--- config.mk ---
export PLATFORM = sky130hd
export DESIGN_NAME = piso_tx_flat
export DESIGN_NICKNAME = d
export VERILOG_FILES = /design/src/rtl/piso_tx_if.sv /design/src/rtl/piso_tx.sv /design/src/flat_wrapper.sv
export SDC_FILE = /design/constraint.sdc
export NUM_CORES = 1
export LEC_CHECK = 0
export BUFFER_PORTS_ARGS = -buffer_cell sky130_fd_sc_hd__buf_4
export CAP_MARGIN = 15
export CORE_AREA = 10 10 47 49
export CTS_BUF_LIST = sky130_fd_sc_hd__clkbuf_8
export DETAILED_ROUTE_END_ITERATION = 10
export DIE_AREA = 0 0 57 59
export PLACE_DENSITY = 0.56
export RECOVER_POWER = 50
export SYNTH_ARGS = -nofsm -noshare
export SYNTH_HDL_FRONTEND = slang
export SYNTH_SLANG_ARGS = --single-unit
--- constraint.sdc ---
create_clock -name clk -period 2.9 [get_ports clk]
set_input_delay 0.145 -clock clk [delete_from_list [all_inputs] [get_ports clk]]
set_output_delay 0.145 -clock clk [all_outputs]
set_load 0.05 [all_outputs]
--- src/rtl/piso_tx_if.sv ---
// Handshake and serial-line bundle for piso_tx.
// The source drives the word and pacing strobe; the transmitter drives ready and the line.
interface piso_tx_if #(
  parameter int WIDTH = 4
);
  logic [WIDTH-1:0] data_in;
  logic             load_valid;
  logic             load_ready;
  logic             shift_en;
  logic             serial_out;
  logic             frame_out;
  logic             last_bit;

  modport master (
    output data_in, load_valid, shift_en,
    input  load_ready, serial_out, frame_out, last_bit
  );

  modport slave (
    input  data_in, load_valid, shift_en,
    output load_ready, serial_out, frame_out, last_bit
  );
endinterface

--- src/rtl/piso_tx.sv ---
// Parallel-in/serial-out transmitter: accepts a word on valid/ready and shifts it out
// MSB first, one bit per shift_en strobe, streaming back-to-back words without a gap.
module piso_tx #(
  parameter int WIDTH = 4
) (
  input  logic       clk,
  input  logic       rst,
  piso_tx_if.slave   bus
);

  localparam int CNT_W = $clog2(WIDTH);
  localparam logic [CNT_W-1:0] CNT_TOP  = CNT_W'(WIDTH - 1);
  localparam logic [CNT_W-1:0] CNT_ZERO = {CNT_W{1'b0}};

  typedef enum logic {
    IDLE  = 1'b0,
    SHIFT = 1'b1
  } state_t;

  state_t           r_state;
  state_t           w_state_nxt;
  logic [WIDTH-1:0] r_shift;
  logic [WIDTH-1:0] w_shift_nxt;
  logic [CNT_W-1:0] r_cnt;
  logic [CNT_W-1:0] w_cnt_nxt;
  logic             w_last;
  logic             w_ready;
  logic             w_accept;

  assign w_last   = (r_state == SHIFT) && (r_cnt == CNT_ZERO);
  // Ready is forced low during reset so a concurrent load_valid is never seen as a transfer.
  assign w_ready  = !rst && ((r_state == IDLE) || (w_last && bus.shift_en));
  assign w_accept = w_ready && bus.load_valid;

  // State and datapath registers.
  always_ff @(posedge clk) begin
    if (rst) begin
      r_state <= IDLE;
      r_shift <= {WIDTH{1'b0}};
      r_cnt   <= CNT_ZERO;
    end else begin
      r_state <= w_state_nxt;
      r_shift <= w_shift_nxt;
      r_cnt   <= w_cnt_nxt;
    end
  end

  // Next-state and datapath update.
  always_comb begin
    w_state_nxt = r_state;
    w_shift_nxt = r_shift;
    w_cnt_nxt   = r_cnt;
    case (r_state)
      IDLE: begin
        if (w_accept) begin
          w_state_nxt = SHIFT;
          w_shift_nxt = bus.data_in;
          w_cnt_nxt   = CNT_TOP;
        end else begin
          w_state_nxt = IDLE;
        end
      end
      SHIFT: begin
        if (!bus.shift_en) begin
          w_state_nxt = SHIFT;
        end else if (r_cnt != CNT_ZERO) begin
          w_shift_nxt = {r_shift[WIDTH-2:0], 1'b0};
          w_cnt_nxt   = r_cnt - {{(CNT_W-1){1'b0}}, 1'b1};
        end else if (w_accept) begin
          // Next word's MSB follows this LSB directly; frame stays up.
          w_shift_nxt = bus.data_in;
          w_cnt_nxt   = CNT_TOP;
        end else begin
          w_state_nxt = IDLE;
          w_shift_nxt = {WIDTH{1'b0}};
          w_cnt_nxt   = CNT_ZERO;
        end
      end
      default: begin
        w_state_nxt = IDLE;
        w_shift_nxt = {WIDTH{1'b0}};
        w_cnt_nxt   = CNT_ZERO;
      end
    endcase
  end

  // Outputs, decoded from the registered state only (plus shift_en for ready).
  always_comb begin
    bus.load_ready = w_ready;
    bus.last_bit   = w_last;
    case (r_state)
      IDLE: begin
        bus.serial_out = 1'b0;
        bus.frame_out  = 1'b0;
      end
      SHIFT: begin
        bus.serial_out = r_shift[WIDTH-1];
        bus.frame_out  = 1'b1;
      end
      default: begin
        bus.serial_out = 1'b0;
        bus.frame_out  = 1'b0;
      end
    endcase
  end

endmodule

--- src/flat_wrapper.sv ---
// flat-port wrapper written by rule: the top's interface ports become plain ports
module piso_tx_flat 
#(
  parameter int WIDTH = 4
)
  (clk, rst, bus_data_in, bus_load_valid, bus_shift_en, bus_load_ready, bus_serial_out, bus_frame_out, bus_last_bit);
  piso_tx_if #(.WIDTH(WIDTH)) bus_i ();
  input  logic clk;
  input  logic rst;
  input wire logic [$bits(bus_i.data_in)-1:0] bus_data_in;
  input wire logic [$bits(bus_i.load_valid)-1:0] bus_load_valid;
  input wire logic [$bits(bus_i.shift_en)-1:0] bus_shift_en;
  output wire logic [$bits(bus_i.load_ready)-1:0] bus_load_ready;
  output wire logic [$bits(bus_i.serial_out)-1:0] bus_serial_out;
  output wire logic [$bits(bus_i.frame_out)-1:0] bus_frame_out;
  output wire logic [$bits(bus_i.last_bit)-1:0] bus_last_bit;
  assign bus_i.data_in = bus_data_in;
  assign bus_i.load_valid = bus_load_valid;
  assign bus_i.shift_en = bus_shift_en;
  assign bus_load_ready = bus_i.load_ready;
  assign bus_serial_out = bus_i.serial_out;
  assign bus_frame_out = bus_i.frame_out;
  assign bus_last_bit = bus_i.last_bit;
  piso_tx #(.WIDTH(WIDTH)) u_core (.clk(clk), .rst(rst), .bus(bus_i));
endmodule
==> impl_metrics.json <==
{
  "status": "finished, final reports clean",
  "critPathArrivalTime_ns": 1.34,
  "n_antenna_cell": 0,
  "rsz0062_at_grt": "no",
  "dp_hpwl_um": 775,
  "synthCells": 44,
  "drt_iter0_drc": 7,
  "pin_count": 12,
  "maxSlewHeadroom": 0.606,
  "ys_ff_latch": 7,
  "post_cts.repair.setup_buffers": 0,
  "grt_max_degree": 14,
  "cts_buffers": 3,
  "wl_um": 972,
  "die_area_mm2": 0.00336,
  "fin_crit_ns": 1.48,
  "required_ns": 2.76,
  "synth_fp_nets": 52,
  "power_density_mw_per_mm2": 598,
  "setup_tns_ns": 0,
  "max-cap-violations": 0,
  "grt_pass1_wl_um": 1750,
  "ant_nets": 0,
  "crit_path_max_incr_delay_ns": 0.37,
  "grt_pass1_vias": 408,
  "period_share": 0.511,
  "crit_path_end_kind": "output pin",
  "path_cells": "nor3b_1 -> nor2_1 -> nor2_1 -> buf_4",
  "coreArea_mm2": 0.00140,
  "hold_viol_final": 0,
  "overflow": 0,
  "syn_area_um2": 383,
  "report.final.slew_viol_count": 0,
  "die_w_um": 57,
  "die_height_um": 59,
  "tritoncts": "yes",
  "max_freq_ghz": 0.675,
  "cts_root_buffer": "clkbuf_8",
  "cts_repair_resize_count": 0,
  "portBuffers": 11,
  "cts_buffer_depth": 2,
  "utilization": 0.369,
  "hold_class": "input pin to register",
  "drcViolationCount": 0,
  "holdWs_ns": 0.165,
  "p_leak_nw": 0.194,
  "ys_types": 23,
  "crit_slowest_cell": "dfxtp_1",
  "path_common_cell": "nor2_1",
  "p_total_mw": 0.309,
  "clock_sinks": 7,
  "wire_per_inst_um": 13.3,
  "clk_latency_ns": 0.23,
  "initial_core_util": 0.273,
  "row_count": 14,
  "final_nets": 66,
  "vias": 381,
  "grt_use_total": 0.0657,
  "grt_antenna_before_repair": 0,
  "drive_gt1_frac": 0.298,
  "firstDrtPassIters": 4,
  "final.setup_skew_ns": 0.00317,
  "worstMarginPinSlew_ns": 0.593,
  "finalSetupViolations": 0,
  "drt-vias-per-instance": 5.22,
  "cts_hold_buf": 0,
  "synth_seq_area_share": 0.366,
  "cts.clk_slew.worst_paths_ns": 0.04,
  "peakVddDrop_mv": 0.288,
  "crit_fanout": 7,
  "syn-mean-instance-area_um2": 8.70,
  "gp_congestion": 0.742,
  "syn_to_final_growth_pct": 35.0,
  "worstSetupPathType": "register to output pin",
  "ys_warn_count": 0,
  "cp-start-kind": "register",
  "htreeDepth": 1
}
## cell type report
class / count / area, um^2
multi-input combinational: 33 / 225
fill: 170 / 885
clock inverter: 1 / 3.75
inverter: 2 / 7.51
sequential: 7 / 140
clock buffer: 3 / 41.3
tap: 16 / 20.0
timing repair buffer: 11 / 78.8
## logic make-up after synthesis
logic type	count (synthesis)	share of synthesized area
compound gates	17	0.317
xor+xnor	1	0.0229
buf+inv	4	0.0458
flops	7	0.366
simple gates	15	0.248
## state kept, by name, indices dropped and copies added (netlist names)
register,cells
u_core.r_shift,4
u_core.r_cnt,2
u_core.r_state,1
## per-layer routing
| metal | part of all wire | GRT usage | vias up | wire, um |
|---|---|---|---|---|
| li1 | - | - | 195 | - |
| met1 | 0.41 | 0.0617 | 175 | 403 |
| met2 | 0.50 | 0.107 | 9 | 489 |
| met3 | 0.065 | 0.0343 | 2 | 63 |
| met4 | 0.017 | 0.0503 | 0 | 17 |
| met5 | 0 | 0 | - | 0 |
## synth_stat cells
library cell	number	area, um^2
a211oi_1	7	52.6
a21oi_1	1	5.00
a31oi_1	1	6.26
a32oi_1	2	17.5
and2_1	1	6.26
buf_2	2	10.0
dfxtp_1	7	140
inv_1	2	7.51
nand2_1	1	3.75
nand3_1	2	10.0
nand4_1	1	6.26
nor2_1	3	11.3
nor2b_1	2	12.5
nor3_1	1	5.00
nor3b_1	1	7.51
nor4b_2	1	15.0
o211ai_1	2	15.0
o21ai_0	1	5.00
o21ai_1	2	10.0
o21ba_2	1	10.0
or2_2	1	6.26
or3b_4	1	11.3
xnor2_1	1	8.76
## report_power, final
group | leakage, nW | internal, mW | switching [mW]
Sequential | 0.0582 | 0.105 | 0.00992
Combinational | 0.109 | 0.0259 | 0.0352
Clock | 0.0269 | 0.0914 | 0.0411
Total | 0.194 | 0.223 | 0.0862
## metrics by stage
| step | instances | setup slack [ns] | instance area, um^2 |
|---|---|---|---|
| after global routing | 73 | 1.29 | 517 |
| final | 73 | 1.42 | 517 |
| after floorplan | 44 | 1.08 | 383 |
| after detailed placement | 69 | 1.65 | 475 |
| after CTS | 73 | 1.40 | 520 |
| after global placement | 69 | 1.63 | 475 |
## worst paths after layout
kind | startpoint | end | slack, ns | depth (start not counted)
max | u_core.r_cnt[0] | bus_load_ready | 1.42 | 4
min | rst | u_core.r_shift[0] | 0.16 | 2
max reg2reg | u_core.r_state | u_core.r_shift[2] | 1.69 | 3
min reg2reg | u_core.r_shift[0] | u_core.r_shift[0] | 0.47 | 2
## layout by cell type, fill, tap and decap left out, types with 2 or more instances in the layout
master     n
nor2_1     3
nor2b_1    2
a32oi_1    2
inv_1      3
nand3_1    2
o211ai_1   2
buf_4     10
a211oi_1   7
clkbuf_8   3
o21ai_1    2
dfxtp_1    7
## critical path, delay by kind of cell, from the launching register on
family	cells	cell delay, ns
buf+inv	1	0.20
flops	1	0.37
simple gates	3	0.55
Power figures use the tool's default switching activity.
